<file path="src/rtl/sequence_entry_controller.sv">
// sequence_entry_controller: checks each key press against the stored pattern and reports pass, fail or timeout
module sequence_entry_controller #(
  parameter int MAX_LEN        = 16,
  parameter int IDX_W          = 4,
  parameter int LEN_W          = 5,
  parameter int TIMEOUT_CYCLES = 100000000,
  parameter int TO_W           = 27
) (
  input  logic             clk,
  input  logic             rst,
  input  logic             start,
  input  logic [LEN_W-1:0] seq_len,
  input  logic [15:0]      value,
  input  logic             valueReady,
  output logic [IDX_W-1:0] exp_addr,
  input  logic [3:0]       exp_data,
  output logic             busy,
  output logic [IDX_W-1:0] entry_idx,
  output logic             key_accept,
  output logic             done,
  output logic             pass,
  output logic             fail,
  output logic             timeout
);
  typedef enum logic [2:0] {IDLE, FETCH, WAIT_KEY, CHECK, FINISH} state_t;
  state_t           state;
  logic [LEN_W-1:0] len;
  logic [IDX_W-1:0] idx;
  logic [3:0]       code;
  logic [TO_W-1:0]  cnt;
  logic             vr_q;
  logic             key_evt;
  logic             unused_ok;
  assign key_evt   = valueReady & ~vr_q;
  assign busy      = state != IDLE;
  assign entry_idx = idx;
  assign unused_ok = ^value[15:4];
  always_ff @(posedge clk or posedge rst) begin
    if (rst) begin
      state      <= IDLE;
      len        <= '0;
      idx        <= '0;
      code       <= '0;
      cnt        <= '0;
      vr_q       <= 1'b1;
      exp_addr   <= '0;
      key_accept <= 1'b0;
      done       <= 1'b0;
      pass       <= 1'b0;
      fail       <= 1'b0;
      timeout    <= 1'b0;
    end else begin
      vr_q       <= valueReady;
      key_accept <= 1'b0;
      done       <= 1'b0;
      case (state)
        IDLE: if (start) begin
          len      <= seq_len > LEN_W'(MAX_LEN) ? LEN_W'(MAX_LEN) : seq_len;
          pass     <= seq_len == '0;
          fail     <= 1'b0;
          timeout  <= 1'b0;
          idx      <= '0;
          exp_addr <= '0;
          state    <= seq_len == '0 ? FINISH : FETCH;
        end
        FETCH: begin
          cnt   <= '0;
          state <= WAIT_KEY;
        end
        WAIT_KEY: if (key_evt) begin
          code  <= value[3:0];
          state <= CHECK;
        end else if (cnt == TO_W'(TIMEOUT_CYCLES - 1)) begin
          timeout <= 1'b1;
          state   <= FINISH;
        end else begin
          cnt <= cnt + TO_W'(1);
        end
        CHECK: if (code != exp_data) begin
          fail  <= 1'b1;
          state <= FINISH;
        end else if (LEN_W'(idx) == len - LEN_W'(1)) begin
          key_accept <= 1'b1;
          pass       <= 1'b1;
          state      <= FINISH;
        end else begin
          key_accept <= 1'b1;
          idx        <= idx + IDX_W'(1);
          exp_addr   <= idx + IDX_W'(1);
          state      <= FETCH;
        end
        FINISH: begin
          done  <= 1'b1;
          state <= IDLE;
        end
        default: state <= IDLE;
      endcase
    end
  end
endmodule

</file>
<file path="config.mk">
export PLATFORM = sky130hd
export DESIGN_NAME = sequence_entry_controller
export DESIGN_NICKNAME = d
export VERILOG_FILES = /design/src/rtl/sequence_entry_controller.sv
export SDC_FILE = /design/constraint.sdc
export NUM_CORES = 1
export LEC_CHECK = 0
export ABC_AREA = 1
export CORE_MARGIN = 5
export CORE_UTILIZATION = 55
export DETAILED_ROUTE_END_ITERATION = 10
export PLACE_DENSITY_LB_ADDON = 0.15
export SLEW_MARGIN = 40
export SYNTH_ARGS = -nofsm -noshare
export SYNTH_HDL_FRONTEND = slang
export SYNTH_SLANG_ARGS = --single-unit
</file>
<file path="constraint.sdc">
create_clock -name clk -period 2 [get_ports clk]
set_input_delay 0.3 -clock clk [delete_from_list [all_inputs] [get_ports clk]]
set_output_delay 0.3 -clock clk [all_outputs]
set_load 0.005 [all_outputs]
</file>
======== Yosys cells after proc, flatten, opt, wreduce, memory -nomap -nowiden ========
Index checks and enable logic that the tools add are counted.
operators by class
  add/subtract/negate cells ............... 3
  order comparisons ....................... 1
  equality and inequality tests ........... 16
  multiplexer cells ....................... 28
  bitwise operators ....................... 2
  reduce and logical (&&, ||, !) cells .... 14
operator list
  kind                                               count
  2-to-1 mux 27 bit                                  2
  one-hot mux 27 bit (2 select lines)                1
  adder 27 x 1 -> 27 bit (second input constant)     1
  == test 27 bit (second input constant)             1
  2-to-1 mux 3 bit                                   6
  != test 2 bit (second input constant)              8
  2-to-1 mux 4 bit                                   3
  one-hot mux 3 bit (4 select lines)                 1
  AND reduction 4 bit                                3
  2-to-1 mux 1 bit                                   10
  one-hot mux 4 bit (2 select lines)                 1
  == test 3 x 2 -> 1 bit (second input constant)     2
  one-hot mux 1 bit (2 select lines)                 3
  AND reduction 2 bit                                3
  AND reduction 3 bit                                2
  nonzero test 2 bit                                 3
  == test 4 x 5 -> 1 bit                             1
  > comparator 5 bit (second input constant)         1
  logical NOT 5 bit                                  1
  2-to-1 mux 5 bit                                   1
  subtractor 5 x 1 -> 5 bit (second input constant)  1
  adder 4 x 1 -> 4 bit (second input constant)       1
  != test 4 bit                                      1
  == test 3 x 1 -> 1 bit (second input constant)     1
  other kinds (6)                                    6
storage, ports and cells
  flip-flop bits (word level) ............. 49
  input port bits ......................... 29
  output and inout port bits .............. 14
  logic and storage cells ................. 75

======== Logic depth before layout (Yosys ltp) ========
Gate-level depths: netlist of run 1.
  word-level depth ........................ 5
  gate-level depth with buffers ........... 14
  gate-level depth less buffers ........... 14

======== Least setup slack after synthesis of run 1 ========
Ideal clock, no wire load.
  path kind ............................... register to register
  start point ............................. reg cnt[0]
  end point ............................... reg cnt[16]
  library setup time ...................... 0.065 ns
  data arrival time ....................... 1.566 ns
  data required time ...................... 1.935 ns
  path slack .............................. 0.369 ns
  stages on the path, launching flop included .. 9
  buffers on the path ..................... 0
  path through ............................ dfrtp_1 -> ha_1 -> inv_1 -> nor2_1 -> nand2_1 -> nor2_1 -> xor2_1 -> nand3_1 -> nand2_1
on the way
  cells in the longest elaborated chain, start to end .. 4
RTL lines
  what                                 RTL line  RTL
  start, declared                      30        logic [TO_W-1:0] cnt;
  start signal, assigned               77        cnt <= cnt + TO_W'(1);
  adder 27 x 1 -> 27 bit               77
  2-to-1 mux 27 bit                    73        end else if (cnt == TO_W'(TIMEOUT_CYCLES - 1)) begin
  2-to-1 mux 27 bit                    70        WAIT_KEY: if (key_evt) begin
  one-hot mux 27 bit (2 select lines)  56        case (state)
Parallel ways exist; a longest one is shown, timed or not. The select of a mux whose other input is x is not followed.
A chain may end at the register's enable or synchronous reset.

======== Final worst setup path of run 1 ========
  start point ............................. reg state[1]
  end point ............................... out busy
on the way
  cells in the longest elaborated chain, start to end .. 1
RTL lines
  what                    RTL line  RTL
  start, declared         26        state_t state;
  start signal, assigned  64        state <= seq_len == '0 ? FINISH : FETCH;
  nonzero test 3 bit      35        assign busy = state != IDLE;
  end, declared           17        output logic busy,
Every way passes these cells.

==> results of run 1 <==
==> worst min path at each step <==
| stage | startpoint | endpoint | slack, ns | cells past startpoint |
|---|---|---|---|---|
| after floorplan | valueReady | vr_q | 0.30 | 0 |
| after global placement | state[1] | done | 0.42 | 1 |
| after detailed placement | state[1] | done | 0.43 | 1 |
| after CTS | rst | fail | 0.28 | 2 |
| after global routing | rst | len[0] | 0.30 | 2 |
| final | rst | code[3] | 0.27 | 2 |
==> sequential cells by signal, indices dropped and copies added (netlist names) <==
signal,count
pass,1
len,5
code,4
entry_idx,4
timeout,1
cnt,27
vr_q,1
done,1
state,3
key_accept,1
fail,1
==> logic make-up (layout without fill, tap and decap cells) <==
logic type,count (synthesis),count (layout)
adders and majority gates,3,3
and+or+nand+nor,277,277
xor gates and xnor gates,16,16
buffers and inverters,61,98
DFF,49,49
AOI/OAI and AO/OA,45,45
==> stage by stage <==
step	util, %	cell area [sq um]	hold WS [ns]	worst slack (ns)
CTS	64.2	3730	0.281	0.0599
global route	64.4	3750	0.304	0.00551
finish	64.4	3750	0.275	0.171
global placement	62.1	3610	0.416	0.115
floorplan	-	3240	0.304	0.369
detailed placement	62.1	3610	0.426	0.0968
==> layer usage <==
metal  up-vias  part of all wire, %
met3        20                  4.7
li1       1496                    -
met5         -                    0
met4         0                  3.1
met1      1330                   42
met2        72                   50
==> worst reg2reg max path, delay by kind of cell (launching register included) <==
family                 cells  cell delay (ns)
and+or+nand+nor            8             1.04
DFF                        1             0.46
buffers and inverters      1             0.20
AOI/OAI and AO/OA          1             0.06
==> where the power goes <==
part	switching [uW]	internal, uW
Sequential	134	1170
Combinational	1130	563
Clock	348	407
Total	1610	2140
==> area by class of cell <==
| cell class | instances | area, sq um |
|---|---|---|
| clock buffers | 6 | 82.6 |
| clock inverters | 2 | 37.5 |
| fillers | 526 | 2070 |
| inverters | 51 | 204 |
| multi-input cells | 341 | 1720 |
| flip-flops and latches | 49 | 1230 |
| well taps | 75 | 93.8 |
| repair buffers | 39 | 380 |
==> layout by cell type (no fill, tap or decap), types with 2 or more instances in the layout <==
cell | synthesis | routed
inv_1 | 50 | 48
o21ai_0 | 6 | 6
a21oi_1 | 8 | 8
clkbuf_8 | 0 | 6
buf_4 | 5 | 8
ha_2 | 0 | 2
nand4_1 | 3 | 3
nor3_1 | 7 | 7
inv_2 | 0 | 2
nand2_1 | 138 | 137
nand2_2 | 14 | 15
xor2_1 | 12 | 12
nand3_1 | 45 | 45
nor3_2 | 3 | 3
o22ai_1 | 4 | 4
dfrtp_1 | 48 | 48
clkdlybuf4s50_1 | 0 | 30
nor2_2 | 1 | 4
o21ai_2 | 20 | 20
xnor2_1 | 4 | 4
a21o_1 | 4 | 4
nor2_1 | 61 | 58
==> results.ini, run 1 <==
[grt]
grt_max_degree = 36
first_global_vias = 2879
grt_util_met1_pct = 26.9
antenna_found_initial = 0
grt_use_met3_pct = 3.52
grt_pass1_wl_microns = 13000
grt_most_used_layer = met2
grt_usage_pct = 21.7
grtUsageMet2_pct = 36.9
grt_overflow_total = 0

[routing]
via_per_inst = 5.18
vias = 2918
drc = 0
wl_per_cell_microns = 12.8
drt-total-wl_microns = 7210
postRouteAntennaNets = 0
dr.first_iter.drc_count = 141
dr.pass1.iters = 5

[logic_synthesis]
ys_seq_elements = 49
yosysTopAreaCell = dfrtp_1
post-synth-top-count-cell = nand2_1
yosys.area_share.simple_pct = 37.2
synth_cell_types = 32
netlist.area_leader.share_pct = 37.0
synth_ff_type = dfrtp_1
syn-num-nets = 483
synth_warnings = 0
mappedNetlistArea_sq_um = 3240
synthTopCellsByCount = nand2_1 (138), nor2_1 (61), inv_1 (50), dfrtp_1 (48), nand3_1 (45)
synth_top_family_by_area = simple AND/OR/NAND/NOR gates
synthCells = 451
synth_enable_flop_cells = 0
synthMuxAreaShare_pct = 0
synth_area_leaders = dfrtp_1 (37%), nand2_1 (16%), nor2_1 (7.1%)
synthAdderAreaFrac_pct = 1.16
avgSynthCellArea_sq_um = 7.19
synth-compound-area-share_pct = 9.95
synth_seq_area_share_pct = 37.8
synthXorXnorAreaFrac_pct = 4.32
synthArstFlopShare_pct = 100

[cts]
cts_setup_buffers = 0
cts_max_level = 2
clk_latency_ns = 0.31
cts_tree = yes
cts_buffers = 5
ctsHoldBuffers = 0
cts_resized = 0
clock-sinks = 49
clk_pin_slew_worst_paths_ns = 0.10
cts_root_buf = clkbuf_8
clockBufferDepth = 2

[critical_path]
rrSetupSlack_ns = 0.19
critical_path_class = reg -> out
timing.critical_path.from = state[1]
slowest_delay_ns = 0.50
r2r-start = cnt[2]
critPathTopFamily = buffers and inverters
cp-endpoint = busy
crit_buf_inv = 2
cp.depth = 3
path_max_fanout = 5
reg2regPathDepth = 10
arrival_ns = 1.53
rr_endpoint = cnt[24]
critPathCaptureType = primary output
crit_chain = inv_1, nand3_1, clkdlybuf4s50_1
start_kind = flip-flop
cp_slowest_cell = clkdlybuf4s50_1
crit_required_ns = 1.70

[place]
place_hpwl_microns = 5570
gp_congestion = 0.857
port_buffers = 30
dp_cells = 555

[sta]
finalSetupViolations = 0
slew_headroom_pct = 75.2
skew_ns = 0.00871
hold_violations = 0
fmaxAchievable_mhz = 547
final.period_utilization_pct = 91.4
fin_setup_tns_ns = 0
slew_viol_final = 0
tightest_slew_ns = 0.372
rsz0062_at_grt = false
period_needed_ns = 1.83

[floorplan]
core_sq_um = 5820
initial_core_util_pct = 55.8
pin_count = 43
fp.dieH_microns = 86.8
row_count = 28
die_area_sq_um = 7530
die_w_microns = 86.8

[power_and_ir_drop]
power_uw = 3750
p_per_area_nw_per_um2 = 1000
max-vdd-ir-drop_uv = 587
leakage_uw = 0.00166

[final_layout]
syn_to_final_growth_pct = 15.5
nNetsFinal = 519
insertedDiodeCount = 0
drive_gt1_share_pct = 14.3
final_cell_count_no_fill = 563

[job]
maxCapViolCount = 0

[outcome]
status = complete, no violations

[worst_hold_path]
hp-class = in -> async

(Power assumes the default switching activity.)
==> inputs of run 2 (changes only) <==
==> constraint.sdc (replaced) <==
create_clock -name clk -period 2 [get_ports clk]
set_input_delay 0.2 -clock clk [delete_from_list [all_inputs] [get_ports clk]]
set_output_delay 0.2 -clock clk [all_outputs]
set_load 0.005 [all_outputs]
==> results.ini, run 2 (same netlist as run 1, synthesis figures left out) <==
[sta]
skew_ns = 0.00502
final.period_utilization_pct = 90.9
setup_slack_ns = 0.183
slew_headroom_pct = 72.4
fin_setup_tns_ns = 0
hold_violations = 0
tightest_slew_ns = 0.413
slew_viol_final = 0
fmaxAchievable_mhz = 550
hold_ws_ns = 0.195
period_needed_ns = 1.82
finalSetupViolations = 0

[power_and_ir_drop]
max-vdd-ir-drop_uv = 550
leakage_uw = 0.00166
p_per_area_nw_per_um2 = 996

[grt]
first_global_vias = 2871
grt_overflow_total = 0
grt_max_degree = 36
antenna_found_initial = 0
grt_usage_pct = 21.0
grt_pass1_wl_microns = 12600

[critical_path]
r2r-start = cnt[1]
critPathCaptureType = flip-flop
path_max_fanout = 5
cp_slowest_cell = dfrtp_1
critical_path_class = reg -> reg
crit_required_ns = 2.25
slowest_delay_ns = 0.39
rrSetupSlack_ns = 0.18
reg2regPathDepth = 8
start_kind = flip-flop
crit_chain = ha_1, inv_1, nor2_1, nand2_1, nor2_1, xor2_1, nand3_1, nand2_1
arrival_ns = 2.07
rr_endpoint = cnt[16]

[final_layout]
postLayoutCellArea_sq_um = 3740
fillCellCount = 530
nNetsFinal = 519
regMostFlops = cnt
layout_common_cells = nand2_1 (137), nor2_1 (59), inv_1 (48), dfrtp_1 (48), nand3_1 (45)
top_regs = cnt x27, len x5
final_common_cell = nand2_1
syn_to_final_growth_pct = 15.4
insertedDiodeCount = 0
largest_reg_flops = 27
final_cell_count_no_fill = 563
drive_gt1_share_pct = 13.9

[floorplan]
fp.dieH_microns = 86.8
die_w_microns = 86.8
row_count = 28
core_sq_um = 5820
pin_count = 43
die_area_sq_um = 7530
initial_core_util_pct = 55.8

[routing]
drc = 0
wl_per_cell_microns = 12.7
dr.first_iter.drc_count = 124
vias = 2876
dr.pass1.iters = 4
drt-total-wl_microns = 7150
via_per_inst = 5.11
postRouteAntennaNets = 0

[worst_hold_path]
hp-class = in -> async

[cts]
clockBufferDepth = 2
cts_buffers = 5
cts_tree = yes
clock-sinks = 49
cts_setup_buffers = 0
clk_pin_slew_worst_paths_ns = 0.09
cts_max_level = 2
cts_root_buf = clkbuf_8
clk_latency_ns = 0.31

[place]
port_buffers = 30
dp_cells = 555
gp_congestion = 0.906
place_area_sq_um = 3610
dp_slack_ns = 0.149
place_hpwl_microns = 5520

[outcome]
status = complete, no violations

[job]
maxCapViolCount = 0

[run 2: changes by cell type in the layout (fill, tap and decap cells not counted)]
cell	before	now
nor2_1	58	59
nor2_2	4	3
ha_1	1	2
ha_2	2	1
[run 2: layer usage]
metal | vias to the layer above | global-route usage (%) | part of all wire (%)
met2 | 47 | 37.6 | 49
met4 | 0 | 7.37 | 2.5
li1 | 1502 | - | -
met1 | 1311 | 25.3 | 44
met3 | 16 | 3.52 | 4.0
met5 | - | 0 | 0
[run 2: worst max-delay path: cells and delay by family (launching register included)]
kind                     cells  cell delay [ns]
AND/OR/NAND/NOR              5             0.81
flip-flops                   1             0.39
adder cells (fa/ha/maj)      1             0.30
XOR/XNOR                     1             0.15
buffers and inverters        1             0.11
[run 2: worst max-delay path by stage]
stage | startpoint | end | slack (ns) | cells past startpoint
finish | cnt[1] | cnt[16] | 0.18 | 8
global route | len[0] | entry_idx[2] | -0.01 | 14
CTS | len[0] | entry_idx[2] | 0.13 | 14
detailed placement | len[0] | entry_idx[2] | 0.15 | 14
global placement | len[0] | entry_idx[1] | 0.17 | 13
floorplan | cnt[0] | cnt[16] | 0.37 | 8
[run 2: report_power, final]
part	total (uW)	switching, uW	internal [uW]
registers	1290	127	1170
clock network	746	339	407
logic	1690	1130	560
total	3730	1590	2130
[run 2: repair_timing]
action	4_1_cts	5_1_grt
setup endpoints to repair	0	4
resized for setup	0	5
endpoints found under the hold margin	0	0
hold buffers	0	0
[run 2: layout make-up]
cell class	count	area, sq um	area share, %
clock inverters	2	37.5	1.00
repair buffers	39	380	10.2
clock buffers	6	82.6	2.21
inverters	51	204	5.45
flip-flops and latches	49	1230	32.8
well taps	75	93.8	2.51
multi-input cells	341	1720	45.9
[run 2: through the flow]
step | util (%) | total power (uW)
2_1_floorplan | - | 2710
3_3_place_gp | 62.1 | 2940
3_5_place_dp | 62.1 | 2980
4_1_cts | 64.2 | 3730
5_1_grt | 64.3 | 4080
6_report | 64.3 | 3730
==> inputs of run 3 (changes only) <==
--- a/config.mk
+++ b/config.mk
@@ -7,7 +7,7 @@
 export LEC_CHECK = 0
 export ABC_AREA = 1
 export CORE_MARGIN = 5
-export CORE_UTILIZATION = 55
+export CORE_UTILIZATION = 56
 export DETAILED_ROUTE_END_ITERATION = 10
 export PLACE_DENSITY_LB_ADDON = 0.15
 export SLEW_MARGIN = 40
==> results.ini, run 3 (same netlist as run 1, synthesis figures left out) <==
[outcome]
status = complete, no violations

[floorplan]
fp.dieH_microns = 86.1
die_w_microns = 86.1
pin_count = 43
core_sq_um = 5570
die_area_sq_um = 7410
row_count = 27
initial_core_util_pct = 58.2

[power_and_ir_drop]
max-vdd-ir-drop_uv = 632
leakage_uw = 0.00167
power_uw = 3710
p_per_area_nw_per_um2 = 992

[sta]
slew_headroom_pct = 64.6
finalSetupViolations = 0
slew_viol_final = 0
tightest_slew_ns = 0.530
final.period_utilization_pct = 90.2
skew_ns = 0.00333
hold_violations = 0
rsz0062_at_grt = false
fin_setup_tns_ns = 0
period_needed_ns = 1.80
hold_ws_ns = 0.248
fmaxAchievable_mhz = 554
setup_slack_ns = 0.196

[routing]
via_per_inst = 5.17
drc = 0
dr.first_iter.drc_count = 91
drt-total-wl_microns = 7050
wl_per_cell_microns = 12.5
postRouteAntennaNets = 0
dr.pass1.iters = 4
vias = 2904

[place]
place_area_sq_um = 3610
dp_slack_ns = 0.119
gp_congestion = 0.898
port_buffers = 30
place_hpwl_microns = 5490

[critical_path]
slowest_delay_ns = 0.39
critPathCaptureType = flip-flop
crit_chain = ha_1, nand2_2, nor3_2, nand2_2, nand2_4, nand2_8, clkinv_8, nand2_1, o21ai_2
path_max_fanout = 35
critical_path_class = reg -> reg
rrSetupSlack_ns = 0.20
arrival_ns = 2.04
crit_required_ns = 2.24
cpMostUsedCell = nand2_2
start_kind = flip-flop
cp_slowest_cell = dfrtp_1

[final_layout]
drive_gt1_share_pct = 14.1
syn_to_final_growth_pct = 15.2
top_regs = cnt x27, len x5
regMostFlops = cnt
layout_common_cells = nand2_1 (137), nor2_1 (59), inv_1 (48), dfrtp_1 (48), nand3_1 (45)
postLayoutCellArea_sq_um = 3740
largest_reg_flops = 27
final_common_cell = nand2_1
nNetsFinal = 521
insertedDiodeCount = 0

[cts]
clk_latency_ns = 0.30
clock-sinks = 49
cts_buffers = 5
clockBufferDepth = 2
cts_root_buf = clkbuf_8
cts_max_level = 2
clk_pin_slew_worst_paths_ns = 0.09
cts_tree = yes

[job]
maxCapViolCount = 0

[grt]
grt_pass1_wl_microns = 12400
grt_max_degree = 36
grt_usage_pct = 20.9
grt_overflow_total = 0
antenna_found_initial = 0
first_global_vias = 2743

[worst_hold_path]
hp-class = in -> async

## run 3: area by class of cell
class,instances,area (sq um)
Inverter,51,204
Tap cell,72,90.1
Fill cell,502,1840
Clock buffer,7,86.3
Clock inverter,1,30.0
Sequential cell,49,1230
Multi-Input combinational cell,341,1720
Timing Repair Buffer,41,383
## run 3: per-layer routing
layer	vias to the layer above	part of all wire, %	track usage, %
li1	1504	-	-
met1	1337	43	25.3
met2	53	51	37.6
met3	10	4.2	2.69
met4	0	1.8	7.48
met5	-	0	0
## run 3: power by group
part / internal, uW / switching (uW)
sequential: 1170 / 132
clock: 408 / 333
combinational: 559 / 1110
total: 2130 / 1570
## run 3: through the flow
stage / instances / util, %
after floorplan: 451 / -
after global placement: 554 / 64.8
after detailed placement: 554 / 64.8
after CTS: 562 / 66.8
after global routing: 562 / 67.0
final: 562 / 67.0
## run 3: worst paths after layout
| check | from | endpoint | depth (start not counted) |
|---|---|---|---|
| worst min register to register | state[1] | done | 1 |
| worst min-delay path | rst | len[3] | 2 |
| min in group clk | valueReady | vr_q | 1 |
| worst max register to register | cnt[1] | cnt[25] | 9 |
| max in group asynchronous | rst | cnt[15] | 3 |
| worst max-delay path | cnt[1] | cnt[25] | 9 |
## run 3: what timing repair did
item / 4_1_cts / 5_1_grt
gates resized for setup: 0 / 5
setup endpoints to repair: 0 / 4
buffers inserted: 0 / 0
hold buffers: 0 / 0
## run 3: worst max-delay path, delay by kind of cell, from the launching register on
kind	cells	cell delay, ns
buffers and inverters	1	0.20
flip-flops	1	0.39
adder cells (fa/ha/maj)	1	0.31
AND/OR/NAND/NOR	6	0.76
AO/OA/AOI/OAI	1	0.06
